--- config.mk ---
export PLATFORM = sky130hd
export DESIGN_NAME = memory_ram_sdp
export DESIGN_NICKNAME = d
export VERILOG_FILES = /design/src/rtl/memory_pkg.sv /design/src/rtl/memory_ram_sdp_init.sv /design/src/rtl/memory_ram_sdp.sv
export SDC_FILE = /design/constraint.sdc
export NUM_CORES = 1
export LEC_CHECK = 0
export BUFFER_PORTS_ARGS = -buffer_cell sky130_fd_sc_hd__buf_2
export CORE_UTILIZATION = 40
export DETAILED_ROUTE_END_ITERATION = 8
export PLACE_DENSITY = 0.53
export SETUP_SLACK_MARGIN = 0.15
export SYNTH_ARGS = -nofsm -noshare
export SYNTH_HDL_FRONTEND = slang
export SYNTH_SLANG_ARGS = --single-unit
--- constraint.sdc ---
create_clock -name clk -period 3.1 [get_ports clk]
set_input_delay 0.31 -clock clk [delete_from_list [all_inputs] [get_ports clk]]
set_output_delay 0.31 -clock clk [all_outputs]
set_load 0.02 [all_outputs]
--- src/rtl/memory_pkg.sv ---
// Shared definitions for the simple dual-port RAM: clear-sequencer states,
// legal read latencies and the byte-lane count helper.
package memory_pkg;

    typedef enum logic {
        ST_INIT  = 1'b0,
        ST_READY = 1'b1
    } init_state_e;

    localparam int READ_LATENCY_ONE = 1;
    localparam int READ_LATENCY_TWO = 2;

    function automatic int lanes(input int width, input int byte_width);
        return width / byte_width;
    endfunction

endpackage

--- src/rtl/memory_ram_sdp_init.sv ---
// Post-reset clear sequencer: sweeps zeros through the write port, then hands
// the write port to the external interface for good.
module memory_ram_sdp_init
    import memory_pkg::*;
#(
    parameter int width          = 32,
    parameter int depth_bits     = 4,
    parameter int byte_width     = 8,
    parameter int clear_on_reset = 1
) (
    input  logic                                clk,
    input  logic                                reset,
    input  logic                                write_en_i,
    input  logic [lanes(width, byte_width)-1:0] write_byte_en_i,
    input  logic [depth_bits-1:0]               write_address_i,
    input  logic [width-1:0]                    write_data_i,
    output logic                                init_busy_o,
    output logic                                ready_o,
    output logic                                mem_we_o,
    output logic [lanes(width, byte_width)-1:0] mem_be_o,
    output logic [depth_bits-1:0]               mem_addr_o,
    output logic [width-1:0]                    mem_data_o
);
    init_state_e           state_q, state_d;
    logic [depth_bits-1:0] init_addr_q, init_addr_d;

    always_ff @(posedge clk or posedge reset) begin
        if (reset) begin
            if (clear_on_reset != 0) begin
                state_q <= ST_INIT;
            end else begin
                state_q <= ST_READY;
            end
            init_addr_q <= '0;
        end else begin
            state_q     <= state_d;
            init_addr_q <= init_addr_d;
        end
    end

    // INIT owns the write port outright; external writes are simply dropped.
    always_comb begin
        state_d     = state_q;
        init_addr_d = init_addr_q;
        init_busy_o = 1'b0;
        ready_o     = 1'b0;
        mem_we_o    = 1'b0;
        mem_be_o    = '0;
        mem_addr_o  = write_address_i;
        mem_data_o  = write_data_i;
        unique case (state_q)
            ST_INIT: begin
                init_busy_o = 1'b1;
                mem_we_o    = 1'b1;
                mem_be_o    = '1;
                mem_addr_o  = init_addr_q;
                mem_data_o  = '0;
                init_addr_d = init_addr_q + 1'b1;
                if (init_addr_q == '1) begin
                    state_d = ST_READY;
                end
            end
            ST_READY: begin
                ready_o  = 1'b1;
                mem_we_o = write_en_i;
                mem_be_o = write_byte_en_i;
            end
        endcase
    end

endmodule

--- src/rtl/memory_ram_sdp.sv ---
// Simple dual-port RAM: byte-lane write port, registered read port with
// 1- or 2-cycle latency, read_valid strobe and optional post-reset zero clear.
module memory_ram_sdp
    import memory_pkg::*;
#(
    parameter int width          = 32,
    parameter int depth_bits     = 4,
    parameter int byte_width     = 8,
    parameter int read_latency   = 1,
    parameter int write_first    = 0,
    parameter int clear_on_reset = 1
) (
    input  logic                                clk,
    input  logic                                reset,
    input  logic                                write_en,
    input  logic [lanes(width, byte_width)-1:0] write_byte_en,
    input  logic [depth_bits-1:0]               write_address,
    input  logic [width-1:0]                    write_data_in,
    input  logic                                read_en,
    input  logic [depth_bits-1:0]               read_address,
    output logic [width-1:0]                    read_data_out,
    output logic                                read_valid,
    output logic                                init_busy
);
    localparam int LANES = lanes(width, byte_width);
    localparam int DEPTH = 2 ** depth_bits;

    if (width % byte_width != 0) begin : g_bad_width
        $error("memory_ram_sdp: width must be a multiple of byte_width");
    end
    if (read_latency != READ_LATENCY_ONE && read_latency != READ_LATENCY_TWO) begin : g_bad_latency
        $error("memory_ram_sdp: read_latency must be 1 or 2");
    end

    logic [width-1:0]      mem_q [DEPTH];
    logic                  ready;
    logic                  mem_we;
    logic [LANES-1:0]      mem_be;
    logic [depth_bits-1:0] mem_addr;
    logic [width-1:0]      mem_data;

    memory_ram_sdp_init #(
        .width          (width),
        .depth_bits     (depth_bits),
        .byte_width     (byte_width),
        .clear_on_reset (clear_on_reset)
    ) u_init (
        .clk             (clk),
        .reset           (reset),
        .write_en_i      (write_en),
        .write_byte_en_i (write_byte_en),
        .write_address_i (write_address),
        .write_data_i    (write_data_in),
        .init_busy_o     (init_busy),
        .ready_o         (ready),
        .mem_we_o        (mem_we),
        .mem_be_o        (mem_be),
        .mem_addr_o      (mem_addr),
        .mem_data_o      (mem_data)
    );

    // The array has no reset so it maps onto block or distributed RAM.
    always_ff @(posedge clk) begin
        if (mem_we) begin
            for (int i = 0; i < LANES; i++) begin
                if (mem_be[i]) begin
                    mem_q[mem_addr][i*byte_width +: byte_width] <= mem_data[i*byte_width +: byte_width];
                end
            end
        end
    end

    logic             read_fire;
    logic [width-1:0] rd1_data_d;
    logic [width-1:0] rd1_data_q;
    logic             rd1_valid_q;

    // Same-address bypass forwards only the enabled lanes of the new word.
    always_comb begin
        read_fire  = ready & read_en;
        rd1_data_d = mem_q[read_address];
        if (write_first != 0 && ready && write_en && write_address == read_address) begin
            for (int i = 0; i < LANES; i++) begin
                if (write_byte_en[i]) begin
                    rd1_data_d[i*byte_width +: byte_width] = write_data_in[i*byte_width +: byte_width];
                end
            end
        end
    end

    always_ff @(posedge clk or posedge reset) begin
        if (reset) begin
            rd1_valid_q <= 1'b0;
            rd1_data_q  <= '0;
        end else begin
            rd1_valid_q <= read_fire;
            if (read_fire) begin
                rd1_data_q <= rd1_data_d;
            end
        end
    end

    if (read_latency == READ_LATENCY_TWO) begin : g_lat2
        logic [width-1:0] rd2_data_q;
        logic             rd2_valid_q;

        always_ff @(posedge clk or posedge reset) begin
            if (reset) begin
                rd2_valid_q <= 1'b0;
                rd2_data_q  <= '0;
            end else begin
                rd2_valid_q <= rd1_valid_q;
                if (rd1_valid_q) begin
                    rd2_data_q <= rd1_data_q;
                end
            end
        end

        assign read_data_out = rd2_data_q;
        assign read_valid    = rd2_valid_q;
    end else begin : g_lat1
        assign read_data_out = rd1_data_q;
        assign read_valid    = rd1_valid_q;
    end

endmodule

# [After elaboration in Yosys (flattened, before gate mapping)]
# Memories as Yosys holds them, arrays and structs flattened. A register that Yosys moved wholly into a read port is not among the register bits.
# Cells that the tools add are included.
[totals] register_bits=6 latchBits=0 ramBits=512 romBits=0 in_bits=48 output_inout_bits=34 word_cells=28 mem_count=1
[mem_list] name="mem_q" words=16 word_bits=32 rd=1 rd_ports_with_merged_regs=1 write_ports=1 line="memory_ram_sdp.sv:35" text="logic [width-1:0] mem_q [DEPTH];"
[op_classes] n_addsub=1 n_mul=0 div=0 magnitude_cmp=0 eq_ne=1 shift=0 mux=20 bitwise_logic=2 n_reduce_logical=0
[op_table] cell="32-bit 2-to-1 mux" n=1
[op_table] cell="1-bit 2-to-1 mux" n=16
[op_table] cell="4-bit case mux with 2 select lines" n=1
[op_table] cell="4-bit by 1-bit adder with 4-bit output (second input constant)" n=1
[op_table] cell="4-bit equality test (second input constant)" n=1
[op_table] cell="4-bit 2-to-1 mux" n=1
[op_table] cell="1-bit case mux with 2 select lines" n=1
[op_table] cell="1-bit bitwise AND" n=1
[op_table] cell="1-bit inverter" n=1

# [Longest topological paths before layout]
# Gate-level depths: netlist of the first run.
[logic_depth] ltp_word=5 depth_mapped=7 depth_no_buf=4

# [Cells and area by module]
# Synthesis of the first run repeated with hierarchy kept, for this count alone.
[hier_totals] cells_unflattened=1339 hier_area_um2=21790.9
[by_module_without_submodules] mod="memory_ram_sdp" n_inst=1 cells_per_inst=1277 area_each_um2=21266.6 seq_area_each_um2=16200.5
[by_module_without_submodules] mod="memory_ram_sdp_init" n_inst=1 cells_per_inst=62 area_each_um2=524.3 seq_area_each_um2=125.1

# [Worst setup path before layout of the first run]
# No wires, ideal clock.
[synth_path] path_kind="register to register" from="register u_init.state_q" to="memory mem_q[12][0] (enable)" setup_time_ps=370 arrival_ps=1541 required_time_ps=2730 slack_ps=1188 stages_incl_launch_ff=6 path_buffers=1 cell_sequence="dfrtp_1 buf_6 or3_1 o31ai_4 nand2_2 nor2_1"
[synth_between] elab_chain_len=5 elab_cells_between_ends=7 cone_classes="mux (6); bitwise (1)"
[synth_lines] item="from (decl)" line="memory_ram_sdp_init.sv:24" text="init_state_e state_q, state_d;"
[synth_lines] item="from (signal assigned)" line="memory_ram_sdp_init.sv:36" text="state_q <= state_d;"
[synth_lines] item="1-bit inverter" line="memory_ram_sdp_init.sv:51" text="unique case (state_q)"
[synth_lines] item="4-bit case mux with 2 select lines" line="memory_ram_sdp_init.sv:51"
[synth_lines] item="1-bit 2-to-1 mux" line="memory_ram_sdp.sv:66" text="if (mem_be[i]) begin"
[synth_lines] item="1-bit 2-to-1 mux" line="memory_ram_sdp.sv:64" text="if (mem_we) begin"
[synth_lines] item="1-bit 2-to-1 mux (implied by the code)" line="memory_ram_sdp.sv:67" text="mem_q[mem_addr][i*byte_width +: byte_width] <= mem_data[i*byte_width +: byte_width];"
[synth_lines] item="to (decl)" line="memory_ram_sdp.sv:35"
# Parallel ways exist; a longest one is shown, timed or not.

# [Worst setup path in the final report of the first run]
[layout_path] from="register u_init.state_q" to="memory mem_q[1][20] (enable)"
# The elaborated chain is that of the path after synthesis.

==> flow_metrics.py, run 1 <==
metrics = {
    "worst_setup_path": {
        "reg2reg_depth": 4,
        "crit_path_top_delay_cell": "dfrtp_2",
        "crit_buf_inv": 1,
        "path_class": "flop to flop",
        "cp_max_fo": 20,
        "crit_arrival_ns": 2.89,
        "path_cells": "inv_2 -> o32ai_2 -> nand2_1 -> nor2_1",
        "cp_num_cells": 4,
        "cp.required_ns": 3.33,
        "r2r_start": "u_init.state_q",
        "r2r_slack_ns": 0.44,
        "timing.rr.end": "mem_q[1][20]",
        "start_kind": "flop",
        "slowest_delay_ns": 0.64,
        "cp-end-kind": "flop",
        "crit_family": "simple AND/OR/NAND/NOR gates",
    },
    "cells_and_area": {
        "drive_gt1_share_pct": 16.46,
        "n_antenna_cell": 0,
        "utilization_pct": 46.48,
        "fin_nets": 1523,
        "area_delta_synth_final_pct": 14.67,
        "nFillCells": 4700,
    },
    "synthesis": {
        "synth_ff_type": "edfxtp_1",
        "synth_xor_area_share_pct": 0.1202,
        "synth_seq_area_share_pct": 74.70,
        "yosysMostFrequentCell": "edfxtp_1",
        "synth_cell_types": 34,
        "synth_edf_count": 512,
        "syn_avg_cell_area_um2": 16.25,
        "synth_seq_cells": 550,
        "yosys-top-cells-area": "edfxtp_1 70%, mux2i_1 12%, dfrtp_1 4.4%, a22oi_1 2.6%, nand2_1 2.1%",
        "synth_top_family_by_area": "multiplexers",
        "synth_top_area_share_pct": 70.35,
        "syn-num-nets": 1394,
        "ys_warn_count": 0,
        "synthCells": 1345,
        "yosys-mux-area-fraction_pct": 11.78,
        "synth_area_um2": 21860,
        "async_flop_share_pct": 6.909,
        "synth_fa_ha_area_share_pct": 0.05725,
        "synth_compound_area_share_pct": 4.036,
        "synth_top_cell_by_area": "edfxtp_1",
        "ys_top_cells_by_count": "512 x edfxtp_1, 256 x mux2i_1, 120 x nand2_1",
        "yosys.area_share.simple_pct": 6.984,
    },
    "place": {
        "dp_slack_ns": 0.3968,
        "gp_congestion": 0.7669,
        "portBuffers": 81,
        "place_hpwl_um": 33640,
    },
    "global_routing": {
        "grt.total_usage_pct": 19.90,
        "grt_pass1_wl_um": 81100,
        "grt_overflow": 0,
        "grt_antenna_before_repair": 1,
        "grt_max_degree": 65,
        "grt_pass1_vias": 12360,
    },
    "die": {
        "ios": 82,
        "start_util_pct": 40.53,
        "die_h_um": 235.8,
        "die_w_um": 235.8,
        "rows": 85,
        "core-area_um2": 53920,
        "dieArea_um2": 55580,
    },
    "route": {
        "drt_drc_violations_left": 0,
        "drtAntennaViolNets": 0,
        "via_per_inst": 5.335,
        "routed_wl_um": 54530,
        "first_iter_violations": 933,
        "drt-pass1-iter-count": 5,
        "vias": 11820,
        "detail_route.wl_per_cell_um": 24.62,
    },
    "clock_network": {
        "cts_root_buf": "clkbuf_16",
        "cts_tree": "yes",
        "holdBufCountCts": 1,
        "cts_sinks": 550,
        "cts_made_buffers": 57,
        "clock_path_buffers": 3,
        "path_clk_slew_ns": 0.06,
        "cts_resized": 0,
        "h-tree-depth": 2,
        "clk_latency_ns": 0.60,
        "cts_setup_buffers": 0,
    },
    "sta": {
        "finalCriticalPeriod_ns": 2.663,
        "maxSlewHeadroom_pct": 46.98,
        "final.setup.tns_ns": 0,
        "slew_violations": 0,
        "final_hold_viol_count": 0,
        "clock_skew_ns": 0.01067,
        "fmax_ghz": 0.3755,
        "rsz0062_at_grt": "false",
        "final.period_utilization_pct": 85.90,
        "setup_viol": 0,
        "tightestPinTransition_ns": 0.7952,
        "setup_ws_ns": 0.4371,
    },
    "min_path": {
        "worstHoldPathType": "primary input to asynchronous set/reset pin",
    },
    "job": {
        "drv_cap": 0,
    },
    "pwr": {
        "cellLeakagePower_uw": 0.009003,
        "ir_drop_v": 0.0004570,
        "power_density_nw_per_um2": 627.1,
    },
    "status": {
        "status": "completed",
    },
}
[cells by family (layout without fill, tap and decap cells)]
| group | after synthesis | in the layout |
|---|---|---|
| xor gates and xnor gates | 3 | 3 |
| muxes | 257 | 257 |
| buffers and inverters | 80 | 254 |
| AOI/OAI and AO/OA | 119 | 119 |
| and+or+nand+nor | 335 | 335 |
| DFF | 550 | 550 |
| adders and majority gates | 1 | 1 |
[how the worst max path moves through the flow]
stage | startpoint | end | slack, ns
global placement | u_init.state_q | mem_q[1][17] | 0.55
floorplan | u_init.state_q | mem_q[12][0] | 1.19
finish | u_init.state_q | mem_q[1][20] | 0.44
detailed placement | u_init.state_q | mem_q[1][19] | 0.40
global route | u_init.state_q | mem_q[1][30] | 0.22
CTS | u_init.state_q | mem_q[1][20] | 0.39
[power breakdown]
part,internal (µW),switching (µW),total (µW)
sequential,8190,40.7,8230
combinational,291,648,940
clock,3810,2730,6540
[layer usage]
layer  global-route usage [%]  share of wire (%)  vias up
met4                    6.219                2.3        2
met1                    26.41                 44     6082
met2                    33.84                 51      252
met3                    2.791                3.7       77
met5                        0              0.017        -
li1                         -                  -     5404
[layout by cell type, fill, tap and decap left out, types with 2 or more instances in the layout]
cell       synthesis  final
and2_1            33     32
a21oi_1           32     32
a32o_1             2      2
nand3_1           79     78
clkinv_1           0      7
or3_1              2      2
a22oi_1           75     75
buf_12             0      9
inv_1              4      3
nand2_1          120    119
bufinv_16          0      3
inv_2              1      2
nor2_1            68     66
nand4_1           21     21
mux2i_1          256    256
clkbuf_1          14     20
o21ai_2            2      2
nand2_2            7      8
dfrtp_1           38     37
edfxtp_1         512    512
clkinv_2           0      8
clkbuf_16          0     57
nor2b_4            0      2
xnor2_1            3      3
a21oi_2            4      4
clkbuf_8           0      8
nor2_4             0      2
buf_2             24     80
nand2b_1           2      2
buf_4             18     54
o31ai_4            2      2
[metrics by stage]
step | cell area [µm²] | std cells | hold slack [ns] | total power [µW]
after global placement | 23280 | 2110 | 0.3336 | 9342
final | 25060 | 2215 | 0.2748 | 15720
after floorplan | 21860 | 1345 | 0.5024 | 8955
after detailed placement | 23280 | 2110 | 0.3483 | 9350
after global routing | 25060 | 2215 | 0.2925 | 16200
after CTS | 25060 | 2215 | 0.2593 | 15860
[flip-flops by register name (all words and copies together) (netlist names)]
name / flops
mem_q: 512
read_data_out: 32
read_valid: 1
u_init.init_addr_q: 4
u_init.state_q: 1
[area by class of cell]
cell class	instances	area (µm²)	share of cell area [%]
multi-input cells	715	5060	20.19
repair buffers	145	1011	4.034
well taps	696	870.8	3.475
flip-flops and latches	550	16330	65.14
clock buffers	85	1612	6.430
clock inverters	19	163.9	0.6540
inverters	5	18.77	0.07488
[tightest hold or removal path, cell delays in order]
cell           delay [ns]
dlygate4sd3_1        0.53
buf_2                0.12
inv_2                0.35
(Power assumes the default switching activity.)
==> run 2, diff against run 1 <==
Settings changed: RECOVER_POWER set to 25.
==> flow_metrics.py, run 2 (same netlist as run 1, synthesis figures left out) <==
metrics = {
    "cells_and_area": {
        "mostFrequentLayoutCells": "512 x edfxtp_1, 256 x mux2i_1, 119 x nand2_1",
        "multi_input_area_um2": 5060,
        "largest_register_ffs": 512,
        "layout_commonest_cell": "edfxtp_1",
        "register_area_um2": 16330,
        "nFillCells": 4713,
        "largest_register": "mem_q",
        "drive_gt1_share_pct": 14.15,
        "area_delta_synth_final_pct": 14.45,
        "n_antenna_cell": 0,
        "fin_nets": 1523,
    },
    "route": {
        "vias": 11870,
        "routed_wl_um": 54440,
        "wl_met3_um": 2080,
        "wirelength_met1_um": 23640,
        "first_iter_violations": 951,
        "drtAntennaViolNets": 0,
        "via_per_inst": 5.359,
        "top_layer": "met5",
        "routed-wl-met2_um": 27480,
        "drt-pass1-iter-count": 5,
        "detail_route.wl_per_cell_um": 24.58,
        "drt_drc_violations_left": 0,
    },
    "worst_setup_path": {
        "path_class": "flop to flop",
        "cp-end-kind": "flop",
        "crit_arrival_ns": 3.27,
        "start_kind": "flop",
        "cp.required_ns": 3.63,
        "cp_max_fo": 32,
    },
    "job": {
        "drv_cap": 0,
    },
    "sta": {
        "rsz0062_at_grt": "false",
        "hold_ws_ns": 0.3309,
        "final_hold_viol_count": 0,
        "final.period_utilization_pct": 88.60,
        "tightestPinTransition_ns": 1.059,
        "clock_skew_ns": 0.01207,
        "slew_violations": 0,
        "finalCriticalPeriod_ns": 2.747,
        "final.setup.tns_ns": 0,
        "fmax_ghz": 0.3641,
        "setup_viol": 0,
        "setup_ws_ns": 0.3535,
        "maxSlewHeadroom_pct": 29.34,
    },
    "die": {
        "ios": 82,
        "start_util_pct": 40.53,
        "die_h_um": 235.8,
        "dieArea_um2": 55580,
        "die_w_um": 235.8,
        "core-area_um2": 53920,
        "rows": 85,
    },
    "pwr": {
        "cellLeakagePower_uw": 0.008895,
        "ir_drop_v": 0.0004569,
        "power_density_nw_per_um2": 627.4,
        "power.switching_uw": 3411,
        "seqPwrFrac_pct": 52.5,
        "switching_share_pct": 21.74,
        "combPwrFrac_pct": 5.9,
        "p_int_uw": 12280,
        "p_total_uw": 15690,
        "power_frac_clock_pct": 41.6,
    },
    "clock_network": {
        "cts_made_buffers": 57,
        "cts_setup_buffers": 0,
        "clk_latency_ns": 0.60,
        "cts_sinks": 550,
        "h-tree-depth": 2,
        "cts_tree": "yes",
        "cts_root_buf": "clkbuf_16",
        "path_clk_slew_ns": 0.06,
        "clock_path_buffers": 3,
    },
    "global_routing": {
        "grt_overflow": 0,
        "grt_antenna_before_repair": 1,
        "grt_pass1_wl_um": 81100,
        "grt_pass1_vias": 12360,
        "grt_max_degree": 65,
        "grt.total_usage_pct": 19.90,
    },
    "place": {
        "dp_slack_ns": 0.3968,
        "portBuffers": 81,
        "gp_congestion": 0.7669,
        "place_hpwl_um": 33640,
    },
    "status": {
        "status": "completed",
    },
    "min_path": {
        "worstHoldPathType": "primary input to flop",
    },
}
## run 2: path summary, 6_finish.rpt
path	start	endpoint	slack [ns]	cells past startpoint
worst max-delay path	u_init.state_q	read_data_out[18]	0.35	7
worst min-delay path	read_address[2]	read_data_out[15]	0.33	5
worst max register to register	u_init.state_q	read_data_out[18]	0.35	7
worst min register to register	read_data_out[25]	read_data_out[25]	0.48	2
max in group asynchronous	reset	u_init.state_q	1.11	4
min in group asynchronous	reset	read_data_out[29]	0.44	3
## run 2: power groups by stage
stage	sequential (µW)	clock, µW	combinational [µW]
after floorplan	8450	0	508
after global placement	8390	0	952
after detailed placement	8390	0	958
after CTS	8240	6660	960
after global routing	8240	6950	995
final	8240	6530	922
## run 2: cell type report
class / instances / share of cell area [%]
inverters: 5 / 0.07503
flip-flops and latches: 550 / 65.27
clock inverters: 19 / 0.6552
repair buffers: 145 / 3.851
well taps: 696 / 3.481
clock buffers: 85 / 6.442
multi-input cells: 715 / 20.23
## run 2: timing repair
action	4_1_cts	5_1_grt
endpoints found under the hold margin	14	0
hold buffers	1	0
resized for setup	0	0
## run 2: stage by stage
step,util (%),instances,cell area [µm²]
after CTS,46.48,2215,25060
after global placement,43.17,2110,23280
after global routing,46.39,2215,25020
after floorplan,-,1345,21860
final,46.39,2215,25020
after detailed placement,43.17,2110,23280
## run 2: worst max-delay path, cell delays in order, from the launching register on
cell      delay [ns]
dfrtp_2         0.64
buf_4           0.33
clkbuf_1        0.54
nand2_2         0.15
nor2_4          0.10
buf_4           0.43
nand4_1         0.29
nand3_1         0.16
## run 2: routing by layer
metal	track usage (%)	up-vias
met5	0	-
met4	6.219	2
met3	2.791	74
met2	33.84	246
met1	26.41	6146
li1	-	5402
==> run 3, diff against run 2 <==
Settings changed: SYNTH_HIERARCHICAL set to 1.
==> flow_metrics.py, run 3 <==
metrics = {
    "route": {
        "detail_route.wl_per_cell_um": 23.71,
        "drtAntennaViolNets": 0,
        "routed_wl_um": 52920,
        "first_iter_violations": 808,
        "via_per_inst": 5.281,
        "drt-pass1-iter-count": 5,
        "vias": 11790,
        "drt_drc_violations_left": 0,
    },
    "min_path": {
        "worstHoldPathType": "primary input to asynchronous set/reset pin",
    },
    "die": {
        "die_h_um": 235.4,
        "die_w_um": 235.4,
        "core-area_um2": 53810,
        "ios": 82,
        "dieArea_um2": 55420,
        "start_util_pct": 40.49,
        "rows": 85,
    },
    "job": {
        "drv_cap": 1,
    },
    "worst_setup_path": {
        "path_class": "flop to flop",
        "crit_arrival_ns": 2.91,
        "start_kind": "flop",
        "cp.required_ns": 3.32,
        "cp_max_fo": 13,
        "cp-end-kind": "flop",
    },
    "synthesis": {
        "synthCells": 1339,
        "synth_top_cell_by_area": "edfxtp_1",
        "synth_fa_ha_area_share_pct": 0.05742,
        "synth_edf_count": 512,
        "async_flop_share_pct": 6.909,
        "synth_area_um2": 21790,
        "synth_cell_types": 27,
        "synth_seq_area_share_pct": 74.92,
        "synth_ff_type": "edfxtp_1",
        "yosys-mux-area-fraction_pct": 12.03,
        "syn_avg_cell_area_um2": 16.27,
        "synth_seq_cells": 550,
        "synth_top_family_by_area": "multiplexers",
        "synth_compound_area_share_pct": 3.353,
        "yosys-top-cells-area": "edfxtp_1 71%, mux2i_1 12%, dfrtp_1 4.4%, a22oi_1 2.6%, nand2_1 2.0%",
        "synth_top_area_share_pct": 70.56,
        "yosys.area_share.simple_pct": 7.097,
        "ys_warn_count": 6,
        "syn-num-nets": 1388,
        "yosysMostFrequentCell": "edfxtp_1",
        "synth_xor_area_share_pct": 0.1206,
        "ys_top_cells_by_count": "512 x edfxtp_1, 256 x mux2i_1, 119 x nand2_1",
    },
    "cells_and_area": {
        "largest_register_ffs": 512,
        "register_area_um2": 16330,
        "layout_commonest_cell": "edfxtp_1",
        "fin_nets": 1539,
        "largest_register": "mem_q",
        "area_delta_synth_final_pct": 15.56,
        "n_antenna_cell": 0,
        "drive_gt1_share_pct": 14.65,
        "nFillCells": 4679,
        "mostFrequentLayoutCells": "512 x edfxtp_1, 256 x mux2i_1, 118 x nand2_1",
        "multi_input_area_um2": 4971,
    },
    "clock_network": {
        "h-tree-depth": 2,
        "cts_setup_buffers": 0,
        "cts_root_buf": "clkbuf_16",
        "cts_tree": "yes",
        "cts_sinks": 550,
        "path_clk_slew_ns": 0.06,
        "clock_path_buffers": 3,
        "clk_latency_ns": 0.61,
        "cts_made_buffers": 55,
    },
    "sta": {
        "maxSlewHeadroom_pct": -15.75,
        "finalCriticalPeriod_ns": 2.693,
        "slew_violations": 34,
        "final_hold_viol_count": 0,
        "setup_viol": 0,
        "final.period_utilization_pct": 86.88,
        "clock_skew_ns": 0.01894,
        "final.setup.tns_ns": 0,
        "tightestPinTransition_ns": 1.734,
        "hold_ws_ns": 0.2143,
        "rsz0062_at_grt": "false",
        "fmax_ghz": 0.3713,
    },
    "pwr": {
        "power_density_nw_per_um2": 630.9,
        "ir_drop_v": 0.0003789,
        "cellLeakagePower_uw": 0.009059,
    },
    "global_routing": {
        "grt.total_usage_pct": 19.38,
        "grt_antenna_before_repair": 0,
        "grt_max_degree": 65,
        "grt_overflow": 0,
        "grt_pass1_wl_um": 79150,
        "grt_pass1_vias": 12060,
    },
    "status": {
        "violations": "capacitance limit, slew limit",
        "status": "complete, but fails checks",
    },
    "place": {
        "gp_congestion": 0.7506,
        "portBuffers": 81,
        "place_hpwl_um": 33100,
    },
}
## run 3: final cells by class
cell class	instances	area share, %
flip-flops and latches	550	64.83
multi-input cells	711	19.74
clock buffers	82	6.434
repair buffers	168	4.566
well taps	696	3.458
clock inverters	21	0.9093
inverters	4	0.05962
## run 3: final timing paths
| check | to | startpoint | slack, ns | cells past startpoint |
|---|---|---|---|---|
| max in group asynchronous | read_data_out[0] | reset | 1.22 | 3 |
| setup reg to reg | mem_q[13][11] | u_init/state_q | 0.41 | 4 |
| hold reg to reg | read_data_out[5] | read_data_out[5] | 0.47 | 2 |
| hold / removal | u_init/init_addr_q[2] | reset | 0.21 | 3 |
| setup / recovery | mem_q[13][11] | u_init/state_q | 0.41 | 4 |
| min in group clk | read_data_out[5] | read_address[2] | 0.27 | 5 |
## run 3: report_power, final
part	total, µW	switching (µW)	leakage (µW)	internal [µW]
Sequential	8250	59.6	0.00507	8190
Clock	6730	2710	0.000908	4010
Combinational	907	628	0.00308	279
Total	15900	3400	0.00906	12500
## run 3: logic make-up (layout without fill, tap and decap cells)
| logic type | after synthesis | count (layout) |
|---|---|---|
| AOI/OAI and AO/OA | 108 | 108 |
| xor gates and xnor gates | 3 | 3 |
| adders and majority gates | 1 | 1 |
| buffers and inverters | 78 | 275 |
| DFF | 550 | 550 |
| muxes | 261 | 261 |
| and+or+nand+nor | 338 | 338 |
## run 3: critical path: stages, from the launching register on
cell and delay, ns:
dfrtp_1 0.70, mux2_2 0.47, nor2b_1 0.26, nand3_1 0.26, nor2_1 0.62
## run 3: through the flow
stage | power, µW | util [%] | cell area [µm²] | std cells | setup slack [ns]
5_1_grt | 16410 | 46.79 | 25180 | 2232 | 0.2495
4_1_cts | 16070 | 46.89 | 25230 | 2232 | 0.6006
6_report | 15890 | 46.79 | 25180 | 2232 | 0.4067
2_1_floorplan | 8957 | - | 21790 | 1339 | 1.096
3_5_place_dp | 9345 | 43.43 | 23370 | 2128 | 0.6036
3_3_place_gp | 9341 | 43.43 | 23370 | 2128 | 0.7294
## run 3: timing repair
action | in CTS | in global routing
gates resized for setup | 0 | 0
endpoints found under the hold margin | 27 | 0
hold buffers | 1 | 0
## run 3: metal layers
metal | vias to the layer above | routed length (µm) | GRT usage (%)
met3 | 79 | 2383 | 3.272
met4 | 0 | 1283 | 6.100
met2 | 263 | 25470 | 31.50
met5 | - | 0 | 0
met1 | 6031 | 23790 | 26.61
li1 | 5415 | - | -
